## config.mk

```make
export PLATFORM = sky130hd
export DESIGN_NAME = alu_mdu_control
export DESIGN_NICKNAME = d
export VERILOG_FILES = /design/src/rtl/alu_mdu_control.sv
export SDC_FILE = /design/constraint.sdc
export NUM_CORES = 1
export LEC_CHECK = 0
export BUFFER_PORTS_ARGS = -buffer_cell sky130_fd_sc_hd__buf_2
export CAP_MARGIN = 40
export CORE_ASPECT_RATIO = 2
export CORE_UTILIZATION = 60
export DETAILED_ROUTE_END_ITERATION = 8
export PLACE_DENSITY = 0.8
export SLEW_MARGIN = 30
export SYNTH_ARGS = -nofsm -noshare
export SYNTH_HDL_FRONTEND = slang
export SYNTH_SLANG_ARGS = --single-unit
```

## constraint.sdc

```tcl
create_clock -name clk -period 5.8 [get_ports clk]
set_input_delay 0.87 -clock clk [delete_from_list [all_inputs] [get_ports clk]]
set_output_delay 0.87 -clock clk [all_outputs]
set_load 0.02 [all_outputs]
```

## src/rtl/alu_mdu_control.sv

```systemverilog
// Execute-stage ALU opcode decode plus an iterative radix-2 RV32M multiply/divide sequencer.
// A single accumulator is shared by shift-add multiply and restoring divide; stall_o holds the pipe until done.
module alu_mdu_control #(
    parameter int XLEN = 32
) (
    input  logic              clk,
    input  logic              reset,
    input  logic              valid_i,
    input  logic [6:0]        funct7_i,
    input  logic [2:0]        ALU_Op_i,
    input  logic [2:0]        funct3_i,
    input  logic [XLEN-1:0]   rs1_data_i,
    input  logic [XLEN-1:0]   rs2_data_i,
    output logic [3:0]        ALU_Operation_o,
    output logic [XLEN-1:0]   mdu_result_o,
    output logic              stall_o,
    output logic              done_o
);
    localparam int CW = $clog2(XLEN + 1);

    localparam logic [3:0] OP_ADD  = 4'b0000;
    localparam logic [3:0] OP_SUB  = 4'b0001;
    localparam logic [3:0] OP_SLL  = 4'b0010;
    localparam logic [3:0] OP_SLT  = 4'b0011;
    localparam logic [3:0] OP_SLTU = 4'b0100;
    localparam logic [3:0] OP_XOR  = 4'b0101;
    localparam logic [3:0] OP_SRL  = 4'b0110;
    localparam logic [3:0] OP_SRA  = 4'b0111;
    localparam logic [3:0] OP_AND  = 4'b1000;
    localparam logic [3:0] OP_OR   = 4'b1001;
    localparam logic [3:0] OP_LUI  = 4'b1010;

    typedef enum logic [1:0] {IDLE, BUSY, DONE} state_t;

    state_t              state_q, state_d;
    logic [CW-1:0]       count_q, count_d;
    logic [2*XLEN-1:0]   acc_q, acc_d;
    logic [XLEN-1:0]     opb_q, opb_d;
    logic [2:0]          op_q, op_d;
    logic                neg_q, neg_d;
    logic                rneg_q, rneg_d;
    logic [XLEN-1:0]     result_q, result_d;

    logic                m_op;
    logic                a_neg, b_neg, div_zero, div_ovf;
    logic [XLEN-1:0]     a_mag, b_mag, special_res, final_res;
    logic [XLEN:0]       mul_sum, rem_sh, diff;
    logic                ge;
    logic [2*XLEN-1:0]   step, prod_s;

    assign m_op = (ALU_Op_i == 3'b000) && (funct7_i == 7'b0000001);

    function automatic logic [3:0] base_op(input logic [2:0] f3);
        case (f3)
            3'b001:  return OP_SLL;
            3'b010:  return OP_SLT;
            3'b011:  return OP_SLTU;
            3'b100:  return OP_XOR;
            3'b101:  return OP_SRL;
            3'b110:  return OP_OR;
            3'b111:  return OP_AND;
            default: return OP_ADD;
        endcase
    endfunction

    always_comb begin
        ALU_Operation_o = OP_ADD;
        case (ALU_Op_i)
            3'b000: begin
                if (funct7_i == 7'b0000000) begin
                    ALU_Operation_o = base_op(funct3_i);
                end else if (funct7_i == 7'b0100000) begin
                    if (funct3_i == 3'b000)      ALU_Operation_o = OP_SUB;
                    else if (funct3_i == 3'b101) ALU_Operation_o = OP_SRA;
                end
            end
            3'b001: begin
                if (funct3_i == 3'b101) ALU_Operation_o = funct7_i[5] ? OP_SRA : OP_SRL;
                else                    ALU_Operation_o = base_op(funct3_i);
            end
            3'b010:  ALU_Operation_o = OP_LUI;
            default: ALU_Operation_o = OP_ADD;
        endcase
    end

    // Operand conditioning at issue: magnitudes plus the signs needed to fix up the result.
    always_comb begin
        a_neg    = (funct3_i inside {3'b001, 3'b010, 3'b100, 3'b110}) && rs1_data_i[XLEN-1];
        b_neg    = (funct3_i inside {3'b001, 3'b100, 3'b110}) && rs2_data_i[XLEN-1];
        a_mag    = a_neg ? -rs1_data_i : rs1_data_i;
        b_mag    = b_neg ? -rs2_data_i : rs2_data_i;
        div_zero = funct3_i[2] && (rs2_data_i == '0);
        div_ovf  = funct3_i[2] && !funct3_i[0]
                   && (rs1_data_i == {1'b1, {(XLEN-1){1'b0}}})
                   && (rs2_data_i == '1);
        if (funct3_i[1]) special_res = div_zero ? rs1_data_i : '0;
        else             special_res = div_zero ? '1 : {1'b1, {(XLEN-1){1'b0}}};
    end

    // One iteration: low half holds multiplier/dividend bits, high half the partial sum/remainder.
    always_comb begin
        mul_sum = {1'b0, acc_q[2*XLEN-1:XLEN]} + (acc_q[0] ? {1'b0, opb_q} : '0);
        rem_sh  = {acc_q[2*XLEN-1:XLEN], acc_q[XLEN-1]};
        diff    = rem_sh - {1'b0, opb_q};
        ge      = !diff[XLEN];
        if (op_q[2])
            step = {(ge ? diff[XLEN-1:0] : rem_sh[XLEN-1:0]), acc_q[XLEN-2:0], ge};
        else
            step = {mul_sum, acc_q[XLEN-1:1]};
        prod_s = neg_q ? -step : step;
        case (op_q)
            3'b000:          final_res = prod_s[XLEN-1:0];
            3'b100, 3'b101:  final_res = neg_q ? -step[XLEN-1:0] : step[XLEN-1:0];
            3'b110, 3'b111:  final_res = rneg_q ? -step[2*XLEN-1:XLEN] : step[2*XLEN-1:XLEN];
            default:         final_res = prod_s[2*XLEN-1:XLEN];
        endcase
    end

    always_comb begin
        state_d  = state_q;
        count_d  = count_q;
        acc_d    = acc_q;
        opb_d    = opb_q;
        op_d     = op_q;
        neg_d    = neg_q;
        rneg_d   = rneg_q;
        result_d = result_q;
        case (state_q)
            IDLE: begin
                if (valid_i && m_op) begin
                    op_d    = funct3_i;
                    count_d = '0;
                    acc_d   = {{XLEN{1'b0}}, a_mag};
                    opb_d   = b_mag;
                    neg_d   = a_neg ^ b_neg;
                    rneg_d  = a_neg;
                    if (div_zero || div_ovf) begin
                        result_d = special_res;
                        state_d  = DONE;
                    end else begin
                        state_d  = BUSY;
                    end
                end
            end
            BUSY: begin
                acc_d   = step;
                count_d = count_q + 1'b1;
                if (count_q == CW'(XLEN - 1)) begin
                    result_d = final_res;
                    state_d  = DONE;
                end
            end
            default: state_d = IDLE;
        endcase
    end

    always_ff @(posedge clk) begin
        if (reset) begin
            state_q  <= IDLE;
            count_q  <= '0;
            acc_q    <= '0;
            opb_q    <= '0;
            op_q     <= '0;
            neg_q    <= 1'b0;
            rneg_q   <= 1'b0;
            result_q <= '0;
        end else begin
            state_q  <= state_d;
            count_q  <= count_d;
            acc_q    <= acc_d;
            opb_q    <= opb_d;
            op_q     <= op_d;
            neg_q    <= neg_d;
            rneg_q   <= rneg_d;
            result_q <= result_d;
        end
    end

    assign stall_o      = !reset && (((state_q == IDLE) && valid_i && m_op) || (state_q == BUSY));
    assign done_o       = (state_q == DONE);
    assign mdu_result_o = result_q;

endmodule

```

==> results_dict.tcl, run 1 <==
set metrics [dict create \
    viasPerCell 7.21 \
    synthFlopType "dfxtp_1" \
    cp_common_cell "nand4_1" \
    grt_pass1_vias 18300 \
    postRouteAntennaNets 0 \
    synth_area_leader_cell "dfxtp_1" \
    first_pass_iters 7 \
    status "completed" \
    numCtsBuffers 17 \
    worstMarginPinSlew_ps 941 \
    cts_tree "done" \
    io_buffers 117 \
    drive_above_1_share 0.150 \
    maxSlewViolCount 0 \
    dpl_worst_slack_ps 256 \
    clk_latency_ps 470 \
    ctsRootBufferMaster "clkbuf_16" \
    core_area_um2 25100 \
    cpPeakStageDelay_ps 670 \
    startpoint_type "register" \
    place.gp.congestion 1.11 \
    ir_drop_mv 0.179 \
    synth_top_area_frac 0.184 \
    synth.area.top_cells "dfxtp_1, a21oi_1, nor2_1" \
    fmax_mhz 179 \
    antenna_found_initial 4 \
    worstSetupPathType "reg2reg" \
    synth_seq_cells 141 \
    pin_count 118 \
    clkTransAtPathRegs_ps 60 \
    synth_common_cells "nor2_1, nand2_1, a21oi_1" \
    hold_violations 0 \
    grt_max_degree 71 \
    nNetsFinal 2441 \
    fin_crit_ps 5580 \
    cap_violations 0 \
    row_count 82 \
    setup-tns-final_ps 0 \
    syn_nets 2335 \
    leakage_nw 6.84 \
    syn_area_um2 15400 \
    grt_first_pass_wirelength_um 109000 \
    start_util 0.612 \
    setup_viol 0 \
    track_usage 0.542 \
    critPathSlowestCell "nand4_1" \
    cp_cell_sequence "and2_1 -> ha_1 -> fa_1 -> a211oi_1 -> o211ai_1 -> nand4_1 -> a31oi_1 -> o21a_1 -> o32ai_1 -> a21o_1 -> nor4b_1 -> nand4_1 -> nand3_1 -> o21ai_0 -> a221oi_1 -> nor3_1" \
    syn_inst 2183 \
    yosysSeqAreaShare 0.184 \
    wl_per_cell_um 26.4 \
    initialDrtViolationCount 2524 \
    critPathTopFamily "compound AO/OA/AOI/OAI gates" \
    clock_path_buffers 2 \
    drc_errors 0 \
    worstPathMaxFanout 12 \
    grt_overflow_total 0 \
    fp.dieH_um 228 \
    worst-path-buf-inv 0 \
    cp-end-kind "register" \
    clock-sinks 141 \
    die_x_um 115 \
    ys_types 93 \
    slew_headroom 0.371 \
    dieArea_um2 26300 \
    wirelength_um 69800 \
    finalClockSkew_ps 10.7 \
    yosysMostFrequentCell "nor2_1" \
    cp_data_required_time_ps 6150 \
    avgSynthCellArea_um2 7.05 \
    vias 19000 \
    powerDensity_nw_per_um2 133 \
    synth-edff-count 0 \
    cts_max_level 4 \
    hpwl_um 51000 \
    hold_path_class "reg2reg" \
    syn_to_final_growth_pct 13.1 \
    yosysWarnings 0 \
    arrival_ps 5930 \
    fin_crit_sh 0.962 \
    postSynth.asyncResetShare 0 \
    fin_ws_ps 221 \
]
## where the power goes
group	internal (mW)	switching (mW)	total [mW]
Combinational	0.0782	0.164	0.242
Clock	0.596	0.500	1.10
Sequential	0.968	0.000280	0.968
Total	1.64	0.665	2.31
## final timing paths
kind / slack (ps) / from / endpoint / depth (start not counted)
setup / recovery: 220 / acc_q[0] / mdu_result_o[25] / 16
hold / removal: 460 / mdu_result_o[4] / mdu_result_o[4] / 2
setup reg to reg: 220 / acc_q[0] / mdu_result_o[25] / 16
hold reg to reg: 460 / mdu_result_o[4] / mdu_result_o[4] / 2
## flip-flops by register name (all words and copies together), names as in the netlist
| name | cells |
|---|---|
| op_q | 3 |
| count_q | 6 |
| state_q | 2 |
| acc_q | 64 |
| opb_q | 32 |
| mdu_result_o | 32 |
| rneg_q | 1 |
| neg_q | 1 |
## layout make-up
type | instances | area, um^2
Sequential cell | 141 | 2830
Fill cell | 2231 | 7740
Tap cell | 336 | 420
Inverter | 56 | 210
Antenna cell | 1 | 2.50
Timing Repair Buffer | 229 | 1470
Clock inverter | 14 | 131
Multi-Input combinational cell | 1844 | 11900
Clock buffer | 18 | 429
## tightest hold or removal path, cell delays in order (launching register included)
cell and delay (ps):
dfxtp_1 310, nand2_1 50, a21oi_1 50
## kinds of logic (layout without fill, tap and decap cells)
| group | after synthesis | count (layout) | share of synthesized area |
|---|---|---|---|
| other | 0 | 1 | 0 |
| DFF | 141 | 141 | 0.184 |
| muxes | 61 | 61 | 0.0414 |
| and+or+nand+nor | 814 | 814 | 0.257 |
| AOI/OAI and AO/OA | 745 | 745 | 0.321 |
| xor gates and xnor gates | 152 | 152 | 0.0865 |
| buffers and inverters | 198 | 317 | 0.0509 |
| adders and majority gates | 72 | 72 | 0.0595 |
## cell usage in the layout, fill, tap and decap left out, types with 30 or more instances in the layout
cell,count
xor2_1,63
nand3_1,59
mux2i_1,44
a21oi_1,194
xnor2_1,87
nand4_1,34
o31ai_1,33
nor2_1,242
a21o_1,30
nand2_1,205
a31oi_1,41
inv_1,56
nor3_1,68
buf_4,101
and2_1,48
or3_1,35
buf_2,119
ha_1,70
a211oi_1,47
o21ai_0,148
dfxtp_1,140
## through the flow
stage / std cells / total power [mW] / utilization / area, um^2 / hold WS (ps)
detailed placement: 2594 / 1.21 / 0.661 / 16600 / 448
floorplan: 2183 / 1.11 / - / 15400 / 440
global route: 2638 / 2.35 / 0.692 / 17400 / 482
CTS: 2626 / 2.27 / 0.684 / 17200 / 463
global placement: 2594 / 1.20 / 0.661 / 16600 / 449
finish: 2639 / 2.31 / 0.692 / 17400 / 461
## what timing repair did
item / CTS / global route
setup endpoints to repair: 0 / 7
resized for setup: 0 / 11
hold buffers: 0 / 0
buffers inserted: 0 / 2
## per-layer routing
layer	GRT usage	share of wire	vias up
met5	0.0118	0.00076	-
met4	0.558	0.13	4
met3	0.230	0.11	589
met2	0.838	0.45	1262
met1	0.515	0.30	8834
li1	-	-	8338
Power figures use the tool's default switching activity.
==> run 2, diff against run 1 <==
Settings changed: BUFFER_PORTS_ARGS -buffer_cell sky130_fd_sc_hd__buf_2 to -buffer_cell sky130_fd_sc_hd__clkbuf_2.
==> results_dict.tcl, run 2 <==
set metrics [dict create \
    synthFlopType "dfxtp_1" \
    start_util 0.612 \
    error_line "[ERROR GRT-0116] Global routing finished with congestion. Check the congestion regions in the DRC Viewer." \
    synth_adder_area_share 0.0595 \
    io_buffers 117 \
    syn_area_um2 15400 \
    clock-sinks 141 \
    synth_seq_cells 141 \
    synth_xor_xnor_area_share 0.0865 \
    synth_top_area_frac 0.184 \
    ctsRootBufferMaster "clkbuf_16" \
    cts_max_level 4 \
    postSynth.asyncResetShare 0 \
    fp.dieH_um 228 \
    synth_compound_area_frac 0.321 \
    yosysMostFrequentCell "nor2_1" \
    die_x_um 115 \
    status "stopped before the end" \
    track_usage 0.561 \
    pin_count 118 \
    place.gp.congestion 1.08 \
    cts_resized 0 \
    yosysWarnings 0 \
    synth.mux.area_fraction 0.0414 \
    grt_max_degree 73 \
    syn_nets 2335 \
    syn_inst 2183 \
    yosysSeqAreaShare 0.184 \
    post-cts-setup-buffer-count 0 \
    synth-edff-count 0 \
    row_count 82 \
    hpwl_um 51200 \
    synth.area.top_cells "dfxtp_1, a21oi_1, nor2_1" \
    ctsHoldBuffers 0 \
    clock_path_buffers 2 \
    grt_pass1_vias 19000 \
    synth_top_family_by_area "compound AO/OA/AOI/OAI gates" \
    yosys.area_share.simple 0.257 \
    grt_first_pass_wirelength_um 112000 \
    ys_types 93 \
    grt_overflow_total 4 \
    synth_area_leader_cell "dfxtp_1" \
    haltStage "global routing" \
    avgSynthCellArea_um2 7.05 \
    synth_common_cells "nor2_1, nand2_1, a21oi_1" \
    numCtsBuffers 17 \
]
[run 2: cell counts after synthesis]
Identical to the previous run, type by type.
[run 2: through the flow]
stage	hold WS, ps	instances	utilization	area (um^2)	worst slack, ps
floorplan	440	2183	-	15400	531
global placement	455	2596	0.662	16600	519
detailed placement	469	2596	0.662	16600	330
CTS	478	2628	0.684	17200	295
[run 2: logic make-up after synthesis]
logic type | Yosys count
AOI/OAI and AO/OA | 745
xor gates and xnor gates | 152
adders and majority gates | 72
buffers and inverters | 198
DFF | 141
muxes | 61
and+or+nand+nor | 814
[run 2: per-layer routing]
layer,track usage,GRT overflow
met5,0.00784,0
met4,0.589,1
met3,0.256,0
met2,0.836,3
met1,0.545,0
==> run 3, diff against run 2 <==
Settings changed: CORE_ASPECT_RATIO 2 to unset, CORE_UTILIZATION 60 to 40, PLACE_DENSITY 0.8 to unset, PLACE_DENSITY_LB_ADDON set to 0.15.
==> results_dict.tcl, run 3 (same netlist as run 1, synthesis figures left out) <==
set metrics [dict create \
    status "completed" \
    slew_headroom 0.439 \
    syn_to_final_growth_pct 12.9 \
    worstSetupPathType "reg2reg" \
    grt_pass1_vias 16300 \
    cp.depth 18 \
    cp-end-kind "register" \
    worst-path-buf-inv 3 \
    drc_errors 0 \
    final_common_cell "nor2_1" \
    hp-start "mdu_result_o[4]" \
    io_buffers 117 \
    power_frac_comb 0.095 \
    largest_reg_flops 64 \
    seqPwrFrac 0.411 \
    antenna_found_initial 0 \
    hold_violations 0 \
    drive_above_1_share 0.133 \
    clock_path_buffers 2 \
    cts_max_level 4 \
    regMostFlops "acc_q" \
    fin_crit_ps 5490 \
    wirelength_um 63900 \
    fmax_mhz 182 \
    finalClockSkew_ps 14.4 \
    maxSlewViolCount 0 \
    final_cell_mix "nor2_1, nand2_1, a21oi_1, o21ai_0, dfxtp_1" \
    switching_share 0.297 \
    powerDensity_nw_per_um2 136 \
    critPathSlowestCell "or4b_4" \
    nNetsFinal 2414 \
    cp-endpoint "mdu_result_o[24]" \
    start_util 0.407 \
    leakage_nw 6.70 \
    hold_path_class "reg2reg" \
    first_pass_iters 6 \
    worstMarginPinSlew_ps 836 \
    arrival_ps 5880 \
    row_count 71 \
    grt_first_pass_wirelength_um 97700 \
    cp_data_required_time_ps 6190 \
    clkTransAtPathRegs_ps 80 \
    ctsRootBufferMaster "clkbuf_16" \
    clk_latency_ps 470 \
    initialDrtViolationCount 1638 \
    clkPwrFrac 0.495 \
    viasPerCell 6.31 \
    setup_viol 0 \
    cts_tree "done" \
    postRouteAntennaNets 0 \
    setup-tns-final_ps 0 \
    dieArea_um2 39200 \
    worstSetupStartpoint "opb_q[0]" \
    post-cts-setup-buffer-count 0 \
    fp.dieH_um 198 \
    worstPathMaxFanout 22 \
    hpwl_um 49300 \
    rsz0062_at_grt "no" \
    grt_max_degree 67 \
    pin_count 118 \
    fin_crit_sh 0.947 \
    place.gp.congestion 0.987 \
    fill_cells 3917 \
    clock-sinks 141 \
    p_int_mw 1.66 \
    numCtsBuffers 17 \
    vias 17600 \
    cap_violations 0 \
    r2r-end "mdu_result_o[24]" \
    ir_drop_mv 0.210 \
    p_total_mw 2.36 \
    whs_ps 457 \
    r2r-start "opb_q[0]" \
    startpoint_type "register" \
    core_area_um2 37800 \
    die_x_um 198 \
    r2r_setup_slack_ps 310 \
    reg2reg_depth 18 \
    track_usage 0.326 \
    cp_common_cell "a211oi_4" \
    cp_cell_sequence "ha_1 -> inv_1 -> fa_1 -> a211oi_4 -> nor3_4 -> o2111ai_1 -> a21oi_1 -> buf_4 -> a211oi_4 -> buf_6 -> mux2_2 -> or4b_4 -> nor4_2 -> a21o_1 -> a21boi_1 -> xnor2_1 -> o211ai_1 -> a31oi_1" \
    critPathTopFamily "compound AO/OA/AOI/OAI gates" \
    fin_util 0.460 \
    switchingPower_uw 700 \
    wl_per_cell_um 22.9 \
    grt_overflow_total 0 \
    cpPeakStageDelay_ps 620 \
]
run 3: cell type report:
cell class | count | area (um^2) | area share
clock inverter | 15 | 166 | 0.00958
antenna | 1 | 2.50 | 0.000144
multi-input combinational | 1844 | 11800 | 0.681
timing repair buffer | 202 | 1260 | 0.0728
clock buffer | 17 | 425 | 0.0245
sequential | 141 | 2830 | 0.163
inverter | 56 | 210 | 0.0121
tap | 511 | 639 | 0.0368
run 3: worst min-delay path by stage:
stage | endpoint | slack, ps | depth (start not counted)
after floorplan | opb_q[31] | 440 | 2
after global placement | mdu_result_o[4] | 440 | 2
after detailed placement | mdu_result_o[4] | 450 | 2
after CTS | mdu_result_o[4] | 460 | 2
after global routing | mdu_result_o[4] | 490 | 2
final | mdu_result_o[4] | 460 | 2
run 3: worst register-to-register path, delay by kind of cell, from the launching register on:
kind | cells | cell delay (ps)
AOI/OAI and AO/OA | 8 | 2020
and+or+nand+nor | 3 | 1190
adders and majority gates | 2 | 640
buffers and inverters | 3 | 580
muxes | 1 | 450
DFF | 1 | 350
xor gates and xnor gates | 1 | 170
run 3: power by group through the flow:
stage	Combinational (mW)	Sequential, mW	Clock [mW]
finish	0.223	0.967	1.17
global route	0.240	0.967	1.21
floorplan	0.116	0.990	0
global placement	0.215	0.990	0
detailed placement	0.218	0.990	0
CTS	0.218	0.967	1.17
run 3: metal layers:
metal,GRT usage,routed length [um]
met1,0.461,29200
met2,0.511,28500
met3,0.0441,4620
met4,0.0919,1480
met5,0,0
run 3: stage by stage:
step | cell area, um^2 | std cells | worst slack [ps]
final | 17400 | 2787 | 309
after global routing | 17400 | 2786 | 24.3
after CTS | 17300 | 2783 | 306
after detailed placement | 16700 | 2751 | 326
after global placement | 16700 | 2747 | 338
after floorplan | 15400 | 2183 | 531
run 3: what timing repair did:
item,in CTS,in global routing
resized for setup,0,5
endpoints found under the hold margin,0,0
endpoints found under the setup margin,0,4
hold buffers,0,0
